--- config.mk ---
export PLATFORM = sky130hd
export DESIGN_NAME = mem_access_unit_flat
export DESIGN_NICKNAME = d
export VERILOG_FILES = /design/src/rtl/mem_access_unit_if.sv /design/src/rtl/mem_access_unit.sv /design/src/flat_wrapper.sv
export SDC_FILE = /design/constraint.sdc
export NUM_CORES = 1
export LEC_CHECK = 0
export CORE_UTILIZATION = 40
export CTS_BUF_LIST = sky130_fd_sc_hd__clkbuf_8 sky130_fd_sc_hd__clkbuf_16
export DETAILED_ROUTE_END_ITERATION = 10
export GPL_TIMING_DRIVEN = 0
export PLACE_DENSITY = 0.8
export RECOVER_POWER = 25
export SLEW_MARGIN = 5
export SYNTH_ARGS = -nofsm -noshare
export SYNTH_HDL_FRONTEND = slang
export SYNTH_SLANG_ARGS = --single-unit
export TNS_END_PERCENT = 100
--- constraint.sdc ---
create_clock -name clk -period 3.7 [get_ports clk]
set_clock_uncertainty 0.05 [all_clocks]
set_input_delay 0.37 -clock clk [delete_from_list [all_inputs] [get_ports clk]]
set_output_delay 0.37 -clock clk [all_outputs]
set_load 0.005 [all_outputs]
--- src/rtl/mem_access_unit_if.sv ---
// -----------------------------------------------------------------------------
// mem_access_unit_if
// Data-memory request/acknowledge bus between the memory access unit and the
// data memory.
//   dmem_req    master->slave  request valid
//   dmem_we     master->slave  1 = store, 0 = load; valid while dmem_req
//   dmem_addr   master->slave  request address
//   dmem_wdata  master->slave  store data
//   dmem_rdata  slave->master  load return data, valid with dmem_ack
//   dmem_ack    slave->master  request accepted/completed this cycle
// -----------------------------------------------------------------------------
interface mem_access_unit_if #(
    parameter int unsigned register_width = 32
) ();
    logic                      dmem_req;
    logic                      dmem_we;
    logic [register_width-1:0] dmem_addr;
    logic [register_width-1:0] dmem_wdata;
    logic [register_width-1:0] dmem_rdata;
    logic                      dmem_ack;

    modport master (
        output dmem_req,
        output dmem_we,
        output dmem_addr,
        output dmem_wdata,
        input  dmem_rdata,
        input  dmem_ack
    );

    modport slave (
        input  dmem_req,
        input  dmem_we,
        input  dmem_addr,
        input  dmem_wdata,
        output dmem_rdata,
        output dmem_ack
    );
endinterface

--- src/rtl/mem_access_unit.sv ---
// -----------------------------------------------------------------------------
// mem_access_unit
// Single-port data-memory sequencer. Takes the oldest load/store entry from the
// buffer stage, issues it on the dmem bus, and reports retirement upstream.
// Supports flush (in-flight access drained silently) and a bounded wait.
//   clk, rst        clock / asynchronous active-high reset
//   i_mem_addr      load/store address from buffer stage
//   i_mem_data      store data from buffer stage
//   i_load_flag     oldest entry is a load (held until o_mem_in_done)
//   i_store_flag    oldest entry is a store (held until o_mem_in_done)
//   i_flush_en      branch flush, abandon current access
//   o_mem_in_done   1-cycle retire pulse
//   o_load_data     last completed load value
//   o_mem_err       1-cycle pulse with o_mem_in_done on timeout
//   io_dmem         data-memory bus (master side)
// -----------------------------------------------------------------------------
module mem_access_unit #(
    parameter int unsigned register_width = 32,
    parameter int unsigned timeout        = 16
) (
    input  logic                      clk,
    input  logic                      rst,
    input  logic [register_width-1:0] i_mem_addr,
    input  logic [register_width-1:0] i_mem_data,
    input  logic                      i_load_flag,
    input  logic                      i_store_flag,
    input  logic                      i_flush_en,
    output logic                      o_mem_in_done,
    output logic [register_width-1:0] o_load_data,
    output logic                      o_mem_err,
    mem_access_unit_if.master         io_dmem
);

    localparam int unsigned cnt_w = $clog2(timeout + 1);
    localparam logic [cnt_w-1:0] LimitCnt = cnt_w'(timeout - 1);
    localparam logic [cnt_w-1:0] MaxCnt   = cnt_w'(timeout);

    typedef enum logic [1:0] {
        StIdle  = 2'd0,
        StReq   = 2'd1,
        StDone  = 2'd2,
        StDrain = 2'd3
    } state_e;

    state_e                    r_state;
    state_e                    w_state_next;
    logic [cnt_w-1:0]          r_cnt;
    logic                      r_we;
    logic                      r_err;
    logic [register_width-1:0] r_addr;
    logic [register_width-1:0] r_wdata;
    logic [register_width-1:0] r_load_data;

    logic w_start;
    logic w_hit_limit;
    logic w_drain_expire;
    logic w_abort;

    assign w_start     = (i_load_flag | i_store_flag) & ~i_flush_en;
    assign w_hit_limit = (r_cnt == LimitCnt);
    // A flush on the last REQ cycle pushes the counter past the limit, so
    // DRAIN uses >= to still terminate.
    assign w_drain_expire = (r_cnt >= LimitCnt);
    assign w_abort        = ~io_dmem.dmem_ack & ~i_flush_en & w_hit_limit;

    // State register
    always_ff @(posedge clk or posedge rst) begin
        if (rst) begin
            r_state <= StIdle;
        end else begin
            r_state <= w_state_next;
        end
    end

    // Next-state logic
    always_comb begin
        w_state_next = r_state;
        unique case (r_state)
            StIdle: begin
                if (w_start) begin
                    w_state_next = StReq;
                end
            end
            StReq: begin
                if (io_dmem.dmem_ack) begin
                    w_state_next = i_flush_en ? StIdle : StDone;
                end else if (i_flush_en) begin
                    w_state_next = StDrain;
                end else if (w_hit_limit) begin
                    w_state_next = StDone;
                end
            end
            StDone: begin
                w_state_next = StIdle;
            end
            StDrain: begin
                if (io_dmem.dmem_ack || w_drain_expire) begin
                    w_state_next = StIdle;
                end
            end
            default: begin
                w_state_next = StIdle;
            end
        endcase
    end

    // Output decode of registered state
    always_comb begin
        io_dmem.dmem_req = (r_state == StReq) || (r_state == StDrain);
        o_mem_in_done    = (r_state == StDone);
        o_mem_err        = (r_state == StDone) && r_err;
    end

    // Request capture, wait counter and load result
    always_ff @(posedge clk or posedge rst) begin
        if (rst) begin
            r_cnt       <= '0;
            r_we        <= 1'b0;
            r_err       <= 1'b0;
            r_addr      <= '0;
            r_wdata     <= '0;
            r_load_data <= '0;
        end else begin
            // Only meaningful on the cycle after REQ, i.e. while in DONE.
            r_err <= (r_state == StReq) && w_abort;
            if (r_state == StIdle) begin
                if (w_start) begin
                    r_addr  <= i_mem_addr;
                    r_wdata <= i_mem_data;
                    r_we    <= i_store_flag;
                    r_cnt   <= '0;
                end
            end
            if ((r_state == StReq) || (r_state == StDrain)) begin
                if (!io_dmem.dmem_ack && (r_cnt != MaxCnt)) begin
                    r_cnt <= r_cnt + cnt_w'(1);
                end
            end
            if (r_state == StReq) begin
                if (io_dmem.dmem_ack && !i_flush_en && !r_we) begin
                    r_load_data <= io_dmem.dmem_rdata;
                end else if (w_abort) begin
                    r_load_data <= '0;
                end
            end
        end
    end

    assign io_dmem.dmem_we    = r_we;
    assign io_dmem.dmem_addr  = r_addr;
    assign io_dmem.dmem_wdata = r_wdata;
    assign o_load_data        = r_load_data;

endmodule

--- src/flat_wrapper.sv ---
// flat-port wrapper written by rule: the top's interface ports become plain ports
module mem_access_unit_flat 
#(
    parameter int unsigned register_width = 32,
    parameter int unsigned timeout        = 16
)
  (clk, rst, i_mem_addr, i_mem_data, i_load_flag, i_store_flag, i_flush_en, o_mem_in_done, o_load_data, o_mem_err, io_dmem_dmem_req, io_dmem_dmem_we, io_dmem_dmem_addr, io_dmem_dmem_wdata, io_dmem_dmem_rdata, io_dmem_dmem_ack);
  mem_access_unit_if #(.register_width(register_width)) io_dmem_i ();
  input  logic clk;
  input  logic rst;
  input  logic [register_width-1:0] i_mem_addr;
  input  logic [register_width-1:0] i_mem_data;
  input  logic i_load_flag;
  input  logic i_store_flag;
  input  logic i_flush_en;
  output logic o_mem_in_done;
  output logic [register_width-1:0] o_load_data;
  output logic o_mem_err;
  output wire logic [$bits(io_dmem_i.dmem_req)-1:0] io_dmem_dmem_req;
  output wire logic [$bits(io_dmem_i.dmem_we)-1:0] io_dmem_dmem_we;
  output wire logic [$bits(io_dmem_i.dmem_addr)-1:0] io_dmem_dmem_addr;
  output wire logic [$bits(io_dmem_i.dmem_wdata)-1:0] io_dmem_dmem_wdata;
  input wire logic [$bits(io_dmem_i.dmem_rdata)-1:0] io_dmem_dmem_rdata;
  input wire logic [$bits(io_dmem_i.dmem_ack)-1:0] io_dmem_dmem_ack;
  assign io_dmem_dmem_req = io_dmem_i.dmem_req;
  assign io_dmem_dmem_we = io_dmem_i.dmem_we;
  assign io_dmem_dmem_addr = io_dmem_i.dmem_addr;
  assign io_dmem_dmem_wdata = io_dmem_i.dmem_wdata;
  assign io_dmem_i.dmem_rdata = io_dmem_dmem_rdata;
  assign io_dmem_i.dmem_ack = io_dmem_dmem_ack;
  mem_access_unit #(.register_width(register_width), .timeout(timeout)) u_core (.clk(clk), .rst(rst), .i_mem_addr(i_mem_addr), .i_mem_data(i_mem_data), .i_load_flag(i_load_flag), .i_store_flag(i_store_flag), .i_flush_en(i_flush_en), .o_mem_in_done(o_mem_in_done), .o_load_data(o_load_data), .o_mem_err(o_mem_err), .io_dmem(io_dmem_i));
endmodule
==> results_dict.tcl <==
set metrics [dict create \
    cts_tree "built" \
    violations "capacitance limit, slew limit" \
    dr_total_vias 3009 \
    p_leak_nw 2.78 \
    drv_cap 1 \
    met3_length_um 1060 \
    routedWlPerCell_um 15.8 \
    cts-htree-levels 3 \
    gp_congestion 0.718 \
    wirelength_um 9780 \
    synth_warnings 0 \
    rsz0062_at_grt "no" \
    detail-route-antenna-nets 0 \
    route.met2.wl_um 4600 \
    synthCells 269 \
    drt_iter0_markers 47 \
    cp.arrival_ps 1700 \
    slew_headroom_pct -40.7 \
    min-delay-start "i_flush_en" \
    cts_buffers 9 \
    grt_max_degree 60 \
    dp.final_hpwl_um 7420 \
    track_usage_pct 18.5 \
    period_minus_slack_ps 2120 \
    row_count 36 \
    r2r_cells 8 \
    drv_slew 47 \
    die_area_sq_mm 0.0107 \
    synth.avg_cell_area_sq_um 15.3 \
    hold-path-endpoint "u_core.r_err" \
    grt_pass1_wl_um 14800 \
    core-area_sq_mm 0.00986 \
    clock_sinks 105 \
    final_common_cell "clkdlybuf4s50_1" \
    setup_viol 0 \
    tightest_slew_ps 2100 \
    crit_fanout 6 \
    ctsHoldBuffers 0 \
    finalHoldViolations 0 \
    path_class "flop to primary output" \
    fmax_ghz 0.471 \
    min_path_type "primary input to flop" \
    reg2reg_setup_slack_ps 1600 \
    yosysUniqueCellTypes 30 \
    critPathLaunch "u_core.r_state[1]" \
    synth_nets 374 \
    insertion_delay_ps 360 \
    peakVddDrop_v 0.000363 \
    r2r-end "u_core.o_load_data[6]" \
    critPathRequiredTime_ps 3280 \
    die_w_um 103 \
    m1WireLength_um 3910 \
    postCtsSetupRepairBufs 0 \
    r2r-start "u_core.r_cnt[0]" \
    die_h_um 103 \
    endpoint_kind "primary output" \
    power_density_mw_per_mm2 755 \
    overflow 0 \
    first_pass_iters 4 \
    layout_common_cells "199 x clkdlybuf4s50_1, 105 x dfrtp_1, 66 x mux2_2" \
    netlist_area_sq_mm 0.00411 \
    diodes 0 \
    boundaryPins 202 \
    cts-resized-gates 0 \
    area_growth_pct 58.5 \
    vias_per_cell 4.86 \
    start_util_pct 41.7 \
    grt_pass1_vias 3059 \
    io_buffers 200 \
    outcome "complete, but fails checks" \
    final_core_util_pct 66.0 \
    setup_tns_ps 0 \
    drive_above_1_share_pct 20.6 \
    seq_area_frac_synth_pct 63.9 \
    antenna_found_initial 0 \
    drcViolationCount 0 \
    min_path_cells 2 \
    cts_buffer_depth 2 \
    nNetsFinal 586 \
    start_kind "flop" \
    clk_pin_slew_ps 90 \
    dr.max_layer_used "met4" \
    root_buffer "clkbuf_8" \
    ys_seq_elements 105 \
    finalCritPeriodShare_pct 57.4 \
]
-- flip-flops by register name, indices dropped and copies added, names as in the netlist --
| register | count |
|---|---|
| u_core.r_state | 2 |
| u_core.io_dmem.dmem_we | 1 |
| u_core.r_cnt | 5 |
| u_core.r_err | 1 |
| u_core.io_dmem.dmem_wdata | 32 |
| u_core.o_load_data | 32 |
| u_core.io_dmem.dmem_addr | 32 |
-- cell type report --
cell class / count / area, sq um
fill: 744 / 3350
sequential: 105 / 2630
timing repair buffer: 201 / 2030
multi-input combinational: 144 / 1330
tap: 133 / 166
clock buffer: 12 / 165
buffer: 16 / 134
clock inverter: 4 / 42.5
inverter: 4 / 16.3
-- power by group --
group | switching [mW] | internal (mW) | leakage (nW)
sequential | 0.327 | 1.70 | 1.28
clock | 0.363 | 0.363 | 0.115
combinational | 0.640 | 1.53 | 1.39
-- cell usage after synthesis (all sizes together) --
cell type,n,area (sq um)
dfrtp,105,2630
mux2,66,743
a22o,30,263
buf,15,130
nand2,7,26.3
nand2b,5,31.3
nor3,5,36.3
inv,4,15.0
nor2,4,17.5
nor2b,4,25.0
o21ai,4,20.0
a211o,3,26.3
ha,3,37.5
and3,2,12.5
nand4,2,12.5
a221o,1,10.0
a22oi,1,7.51
and2,1,6.26
and2b,1,7.51
clkbuf,1,3.75
nand3,1,5.00
nor3b,1,7.51
nor4bb,1,10.0
o21bai,1,18.8
o2bb2ai,1,8.76
-- worst max-delay path, cell delays in order, from the launching register on --
cell	delay [ps]
dfrtp_1	470
nor2b_1	180
and2_1	160
clkdlybuf4s50_1	530
-- metrics by stage --
| step | power [mW] | area, sq um | setup slack [ps] | std cells | hold slack (ps) |
|---|---|---|---|---|---|
| 6_report | 4.92 | 6510 | 1580 | 619 | 252 |
| 3_5_place_dp | 4.23 | 6310 | 1620 | 603 | 432 |
| 2_1_floorplan | 2.85 | 4110 | 519 | 269 | 427 |
| 5_1_grt | 5.25 | 6510 | 1340 | 619 | 243 |
| 3_3_place_gp | 4.15 | 6280 | -927 | 602 | 420 |
| 4_1_cts | 4.99 | 6520 | 1530 | 619 | 217 |
-- per-layer routing --
layer	up-vias	global-route usage [%]
met2	153	30.4
met4	0	8.56
li1	1392	-
met5	-	0
met1	1449	21.8
met3	15	6.72
-- cells by family after synthesis --
group | Yosys count | share of synthesized area, %
AOI/OAI and AO/OA | 41 | 8.62
buffers and inverters | 20 | 3.62
DFF | 105 | 63.9
muxes | 66 | 18.1
and+or+nand+nor | 34 | 4.81
adders and majority gates | 3 | 0.914
-- how the worst max path moves through the flow --
stage | to | slack [ps] | depth (start not counted)
after floorplan | u_core.io_dmem.dmem_addr[0] | 520 | 1
after global placement | u_core.io_dmem.dmem_wdata[24] | -930 | 2
after detailed placement | u_core.io_dmem.dmem_wdata[4] | 1620 | 6
after CTS | o_mem_err | 1530 | 3
after global routing | u_core.io_dmem.dmem_wdata[12] | 1340 | 2
final | o_mem_err | 1580 | 3
(Power assumes the default switching activity.)
